File: src/rtl/demux_sched.sv
// Scheduler and output buffer for a 1:2 demultiplexer. It routes valid/ready input words to
// channel Y or X by an alternate, burst or forced policy, with a one-entry buffer per channel.
module demux_sched #(
  parameter int unsigned WIDTH     = 10,
  parameter int unsigned BURST_LEN = 4,
  parameter int unsigned CNT_W     = 8
) (
  input  logic             clk,
  input  logic             rst,
  input  logic [WIDTH-1:0] in_data,
  input  logic             in_valid,
  output logic             in_ready,
  input  logic [1:0]       mode,
  output logic [WIDTH-1:0] x_data,
  output logic             x_valid,
  input  logic             x_ready,
  output logic [WIDTH-1:0] y_data,
  output logic             y_valid,
  input  logic             y_ready,
  output logic             sel,
  output logic [CNT_W-1:0] cnt_x,
  output logic [CNT_W-1:0] cnt_y
);

  localparam int unsigned BC_W = (BURST_LEN > 1) ? $clog2(BURST_LEN) : 1;

  typedef enum logic {SEL_Y = 1'b0, SEL_X = 1'b1} sel_e;
  typedef enum logic [1:0] {
    M_ALT    = 2'b00,
    M_BURST  = 2'b01,
    M_FORCEY = 2'b10,
    M_FORCEX = 2'b11
  } mode_e;

  sel_e             sel_q, sel_d;
  mode_e            mode_q, mode_d, mode_eff;
  logic [BC_W-1:0]  burst_q, burst_d;
  logic [WIDTH-1:0] x_data_q, x_data_d, y_data_q, y_data_d;
  logic             x_valid_q, x_valid_d, y_valid_q, y_valid_d;
  logic [CNT_W-1:0] cnt_x_q, cnt_x_d, cnt_y_q, cnt_y_d;
  logic             accept, acc_x, acc_y, at_boundary;

  // Ready depends only on the current target buffer, never on in_valid.
  assign in_ready = (sel_q == SEL_X) ? (!x_valid_q || x_ready) : (!y_valid_q || y_ready);
  assign accept   = in_valid && in_ready;
  assign acc_x    = accept && (sel_q == SEL_X);
  assign acc_y    = accept && (sel_q == SEL_Y);

  assign at_boundary = (burst_q == BC_W'(0));
  assign mode_eff    = at_boundary ? mode_e'(mode) : mode_q;

  // State registers
  always_ff @(posedge clk) begin
    if (!rst) begin
      sel_q     <= SEL_Y;
      mode_q    <= M_ALT;
      burst_q   <= '0;
      x_data_q  <= '0;
      x_valid_q <= 1'b0;
      y_data_q  <= '0;
      y_valid_q <= 1'b0;
      cnt_x_q   <= '0;
      cnt_y_q   <= '0;
    end else begin
      sel_q     <= sel_d;
      mode_q    <= mode_d;
      burst_q   <= burst_d;
      x_data_q  <= x_data_d;
      x_valid_q <= x_valid_d;
      y_data_q  <= y_data_d;
      y_valid_q <= y_valid_d;
      cnt_x_q   <= cnt_x_d;
      cnt_y_q   <= cnt_y_d;
    end
  end

  // Policy next state: mode is only re-latched on a burst boundary
  always_comb begin
    sel_d   = sel_q;
    burst_d = burst_q;
    mode_d  = mode_q;
    if (at_boundary) begin
      mode_d = mode_e'(mode);
      if (mode[1]) sel_d = sel_e'(mode[0]);
    end
    if (accept) begin
      unique case (mode_eff)
        M_ALT: begin
          sel_d   = (sel_q == SEL_X) ? SEL_Y : SEL_X;
          burst_d = '0;
        end
        M_BURST: begin
          if (burst_q == BC_W'(BURST_LEN - 1)) begin
            burst_d = '0;
            sel_d   = (sel_q == SEL_X) ? SEL_Y : SEL_X;
          end else begin
            burst_d = burst_q + BC_W'(1);
          end
        end
        M_FORCEY: begin
          sel_d   = SEL_Y;
          burst_d = '0;
        end
        M_FORCEX: begin
          sel_d   = SEL_X;
          burst_d = '0;
        end
        default: begin
          sel_d   = sel_q;
          burst_d = '0;
        end
      endcase
    end
  end

  // Channel buffers: a load wins over a drain so a full buffer can stream at 1 word/clk
  always_comb begin
    x_data_d  = x_data_q;
    x_valid_d = x_valid_q;
    y_data_d  = y_data_q;
    y_valid_d = y_valid_q;
    cnt_x_d   = cnt_x_q;
    cnt_y_d   = cnt_y_q;
    if (acc_x) begin
      x_data_d  = in_data;
      x_valid_d = 1'b1;
      cnt_x_d   = cnt_x_q + CNT_W'(1);
    end else if (x_valid_q && x_ready) begin
      x_data_d  = '0;
      x_valid_d = 1'b0;
    end
    if (acc_y) begin
      y_data_d  = in_data;
      y_valid_d = 1'b1;
      cnt_y_d   = cnt_y_q + CNT_W'(1);
    end else if (y_valid_q && y_ready) begin
      y_data_d  = '0;
      y_valid_d = 1'b0;
    end
  end

  assign x_data  = x_data_q;
  assign x_valid = x_valid_q;
  assign y_data  = y_data_q;
  assign y_valid = y_valid_q;
  assign sel     = sel_q;
  assign cnt_x   = cnt_x_q;
  assign cnt_y   = cnt_y_q;

endmodule

File: config.mk
export PLATFORM = sky130hd
export DESIGN_NAME = demux_sched
export DESIGN_NICKNAME = d
export VERILOG_FILES = /design/src/rtl/demux_sched.sv
export SDC_FILE = /design/constraint.sdc
export NUM_CORES = 1
export LEC_CHECK = 0
export ABC_AREA = 1
export BUFFER_PORTS_ARGS = -buffer_cell sky130_fd_sc_hd__buf_2
export CAP_MARGIN = 20
export CELL_PAD_IN_SITES_DETAIL_PLACEMENT = 1
export CELL_PAD_IN_SITES_GLOBAL_PLACEMENT = 2
export CORE_ASPECT_RATIO = 1.1
export CORE_UTILIZATION = 28
export CTS_CLUSTER_SIZE = 12
export DETAILED_ROUTE_END_ITERATION = 10
export GPL_ROUTABILITY_DRIVEN = 0
export PLACE_DENSITY_LB_ADDON = 0.1
export SYNTH_ARGS = -nofsm -noshare
export SYNTH_HDL_FRONTEND = slang
export SYNTH_SLANG_ARGS = --single-unit
File: constraint.sdc
create_clock -name clk -period 1.5 [get_ports clk]
set_input_delay 0.375 -clock clk [delete_from_list [all_inputs] [get_ports clk]]
set_output_delay 0.375 -clock clk [all_outputs]
set_load 0.01 [all_outputs]
### Word-level counts from Yosys, hierarchy flattened

Index checks and enable logic that the tools add are counted.

* bits in registers: 43

* $add $sub $neg: 3
* mux-type cells: 18
* bitwise gates (word level): 1
* eq/ne operators: 4
* reduce and logical (&&, ||, !) cells: 14

Operator list (number)
* $mux W10: 4
* $add A8 B1 Y8 const B: 2
* $mux W1: 10
* $eq A2 B2 Y1 const B: 3
* $logic_and A1 B1 Y1: 5
* $logic_not A2 Y1: 2
* $mux W2: 2
* $pmux W1 S4: 1
* $pmux W2 S2: 1
* $reduce_bool A2 Y1: 2
* $reduce_or A3 Y1: 1
* $add A2 B1 Y2 const B: 1
* $eq A2 B1 Y1 const B: 1
* $logic_not A1 Y1: 2
* $logic_or A1 B1 Y1: 2
* $not A1 Y1: 1

### Longest topological paths before layout

* depth in word-level cells: 6
* mapped depth: 10
* mapped depth without buffers: 10

### Worst setup path before layout

Ideal clock, no wire load.

* path kind: reg2reg
* start: reg burst_q[0]
* end: reg sel_q, in the netlist sel
* path buffers: 0
* arrival: 1098 ps
* setup slack: 264 ps
* stages on the path, launching flop included: 9
* data required time: 1362 ps
* clock period less this slack: 1236 ps
* cells stage by stage: dfxtp_1 inv_1 ha_1 nand2_1 nand2_1 nor2_1 nand3_1 nand2_1 a21oi_1

* longest elaborated chain between the ends: 5
* elaborated cells between the ends (all ways): 11

Ends and longest elaborated chain
* start: declaration: RTL line 37 `logic [BC_W-1:0] burst_q, burst_d;`
* start signal: assignment: RTL line 67 `burst_q <= burst_d;`
* $logic_not A2 Y1: RTL line 49 `assign at_boundary = (burst_q == BC_W'(0));`
* $mux W2 or $mux W1 (tied branches)
* $eq A2 B2 Y1 (tied with other cells): RTL line 87 `unique case (mode_eff)`
* $pmux W1 S4: RTL line 87
* $mux W1 *: RTL line 86 `if (accept) begin`
* end signal: assignment: RTL line 65 `sel_q <= sel_d;`
* end: declaration: RTL line 35 `sel_e sel_q, sel_d;`

Mark *: on every way between the ends. The rest lies on a longest branch, timed or not.
A chain may end at the register's enable or synchronous reset.

### Worst setup path in the final report

* start: reg sel_q, in the netlist sel
* end: out in_ready

* longest elaborated chain between the ends: 1

Ends and longest elaborated chain
* $mux W1: RTL line 44 `assign in_ready = (sel_q == SEL_X) ? (!x_valid_q || x_ready) : (!y_valid_q || y_ready);`
* end: declaration: RTL line 12 `output logic in_ready,`

No other way between the ends.

==> impl_results.md <==
* Critical Path Slowest Stage Cell: dfxtp_2
* Placed cell count at 399
* Ant. Diodes at 0
* Pins Over Slew Limit at 0
* Cell Area, Synth at 2020 um2
* Initial antenna violation count at 0
* Deepest clock path buffer count at 2
* Ports at 57
* CP delay by family, top: flip-flops
* Clock network power share at 30.9%
* Min-delay src: in_data[5]
* Sequential Power Share at 52.0%
* Initial Util at 28.8%
* Slew @ Worst Pin at 0.306 ns
* Die ar. at 7560 um2
* # H-tree levels at 2
* Total GRT Usage at 14.9%
* Hold depth at 3
* Reg2reg path depth at 8
* TNS Setup at 0 ns
* Status: finished clean
* Vias per cell at 4.64
* VDD IR-drop max at 0.000324 V
* Worst-path fanout max at 6
* Vias in the first global route at 1,915
* Grt total ovfl at 0
* Syn_nets at 282
* Critical path type: flip-flop to output port
* Net Sw Power at 0.000705 W
* Fin crit period at 1.42 ns
* Post-Layout Cell Count at 407
* Crit end category: output port
* Critical path, cell by cell: inv_4 -> nand2_1 -> nand2_1 -> buf_2
* Hold Path Sink: x_data[5]
* Sequential share of the synthesized area at 42.6%
* Wire length of the first global-routing pass at 8980 um
* Seq cells post-synth at 43
* Hold WS at 0.335 ns
* Max Clock Skew at 0.00378 ns
* Mean Syn Cell Area at 7.74 um2
* Wire length per cell at 13.3 um
* # rows at 32
* Most used cell, CP: nand2_1
* Critical path launch point type: flip-flop
* Core area at 7010 um2
* CTS tree: yes
* Commonest non-fill, non-tap cell in the layout: nand2_1
* Peak Freq at 703 MHz
* Total Nets Final at 342
* Clk_lat worst skew at 0.30 ns
* Post-layout util at 35.4%
* Syn Inst Count at 261
* Slew HR at 79.5%
* Dpl hpwl at 3940 um
* Post-route clock period utilization at 94.8%
* Count of final setup violators at 0
* Yosys warns at 0
* Die height at 91.1 um
* Hold/Removal Path Class: input port to flip-flop
* Post-CTS Setup Inserts at 0
* Area Overhead vs Synth at 22.7%
* Leakage at 1.16 nW
* Power per cell area at 961 nW/um2
* # clock sinks at 43
* Int Power at 0.00168 W
* Port bufs at 56
* DR pass1 iterations at 4
* Clk root buf: clkbuf_8
* Share of cells above drive strength 1 at 31.4%
* Delay of the slowest critical-path stage at 0.40 ns
* Total power at 0.00238 W
* Critical R2R Capture: sel
* # DRC at 0
* Max-cap viol count at 0
* Most frequent cells in the layout: nand2_1 (65), buf_2 (56), dfxtp_1 (41)
* Die Width at 83.0 um
* Initial DRC Count at 46
* CP required at 1.12 ns
* Routed Antenna Nets at 0
* Switch share at 29.6%
* RSZ-0062 raised after global routing: false
* Worst path bufs/invs at 2
* Maximum number of pins on one net before global-route repair at 30
* CTS buffer count at 5
* CTS clk-pin slew, worst paths at 0.08 ns
* Fin. Hold Viols at 0
* Reg-to-Reg Start: burst_q[0]
* Comb power frac at 17.1%
* Routed vias at 1,889
* Total wire length at 5430 um
* Crit path DAT at 1.05 ns
* CTS Hold Buffers Added at 0
* Worst R2R Setup Slack at 0.16 ns
* Yosys cell types at 24
## worst reg2reg max path, cell delays in order, from the launching register on
cell and delay, ns:
dfxtp_1 0.36, inv_1 0.07, ha_1 0.23, nand2_1 0.13
nand2_1 0.08, nor2_2 0.15, nand3_1 0.08, nand2_1 0.07
a21oi_1 0.05
## cell usage after synthesis
library cell  instances  area, um2
a21oi_1              30        150
a21oi_2               8       70.1
buf_12                2       40.0
buf_2                 2       10.0
buf_4                 1       7.51
buf_6                 3       33.8
clkbuf_1              2       7.51
dfxtp_1              43        861
ha_1                  4       50.1
inv_1                27        101
inv_2                 2       7.51
nand2_1              65        244
nand2_2               5       31.3
nand3_1              28        140
nand3_2               7       70.1
nand3_4               1       17.5
nand4_1               4       25.0
nor2_1               14       52.6
nor2_2                1       6.26
nor2_4                2       22.5
nor3_1                1       5.00
nor3_4                2       32.5
o21ai_0               6       30.0
o21ai_1               1       5.00
## layout make-up
type                            count  area [um2]
Multi-Input combinational cell    179         955
Fill cell                         891        4530
Clock inverter                      2        12.5
Clock buffer                        6        72.6
Sequential cell                    43         863
Tap cell                           85         106
Timing Repair Buffer               63         358
Inverter                           29         111
## flip-flops by register name (all words and copies together) (netlist names), 2 cells and up
signal,flops
x_data,10
mode_q,2
cnt_x,8
cnt_y,8
y_data,10
burst_q,2
## power by group through the flow
stage	Clock (W)	Combinational [W]	Sequential [W]
global placement	0	0.000409	0.00126
floorplan	0	0.000257	0.00128
finish	0.000736	0.000407	0.00124
detailed placement	0	0.000415	0.00126
global route	0.000825	0.000457	0.00125
CTS	0.000782	0.000416	0.00124
## metrics by stage
step           setup WS, ns  area, um2
3_5_place_dp         0.0837       2390
6_report             0.0783       2480
2_1_floorplan         0.264       2020
4_1_cts              0.0382       2470
3_3_place_gp          0.114       2390
5_1_grt             0.00979       2480
## repair_timing
action,in CTS,in global routing
pin swaps,0,0
cloned,0,0
resized for setup,2,2
endpoints found under the setup margin,1,4
hold endpoints to repair,0,0
## per-layer routing
layer	part of all wire, %	vias to the layer above	global-route usage (%)	wire [um]
li1	-	962	-	-
met5	0	-	0	0
met2	47	36	25.8	2570
met1	47	885	18.2	2560
met3	4.4	6	3.73	239
met4	1.2	0	4.31	64
## worst max-delay path by stage
stage	from	endpoint	slack, ns	depth (start not counted)
after floorplan	burst_q[0]	sel	0.26	8
final	sel	in_ready	0.08	4
after detailed placement	y_ready	cnt_y[6]	0.08	8
after global routing	y_valid	in_ready	0.01	4
after global placement	burst_q[0]	sel	0.11	8
after CTS	sel	in_ready	0.04	4
## cell families (layout without fill, tap and decap cells)
family                   count (synthesis)  after routing  share of synthesized area, %
AND/OR/NAND/NOR                        130            130                          32.0
AO/OA/AOI/OAI                           45             45                          12.6
flip-flops                              43             43                          42.6
buffers and inverters                   39            100                          10.3
adder cells (fa/ha/maj)                  4              4                          2.48
Power figures use the tool's default switching activity.
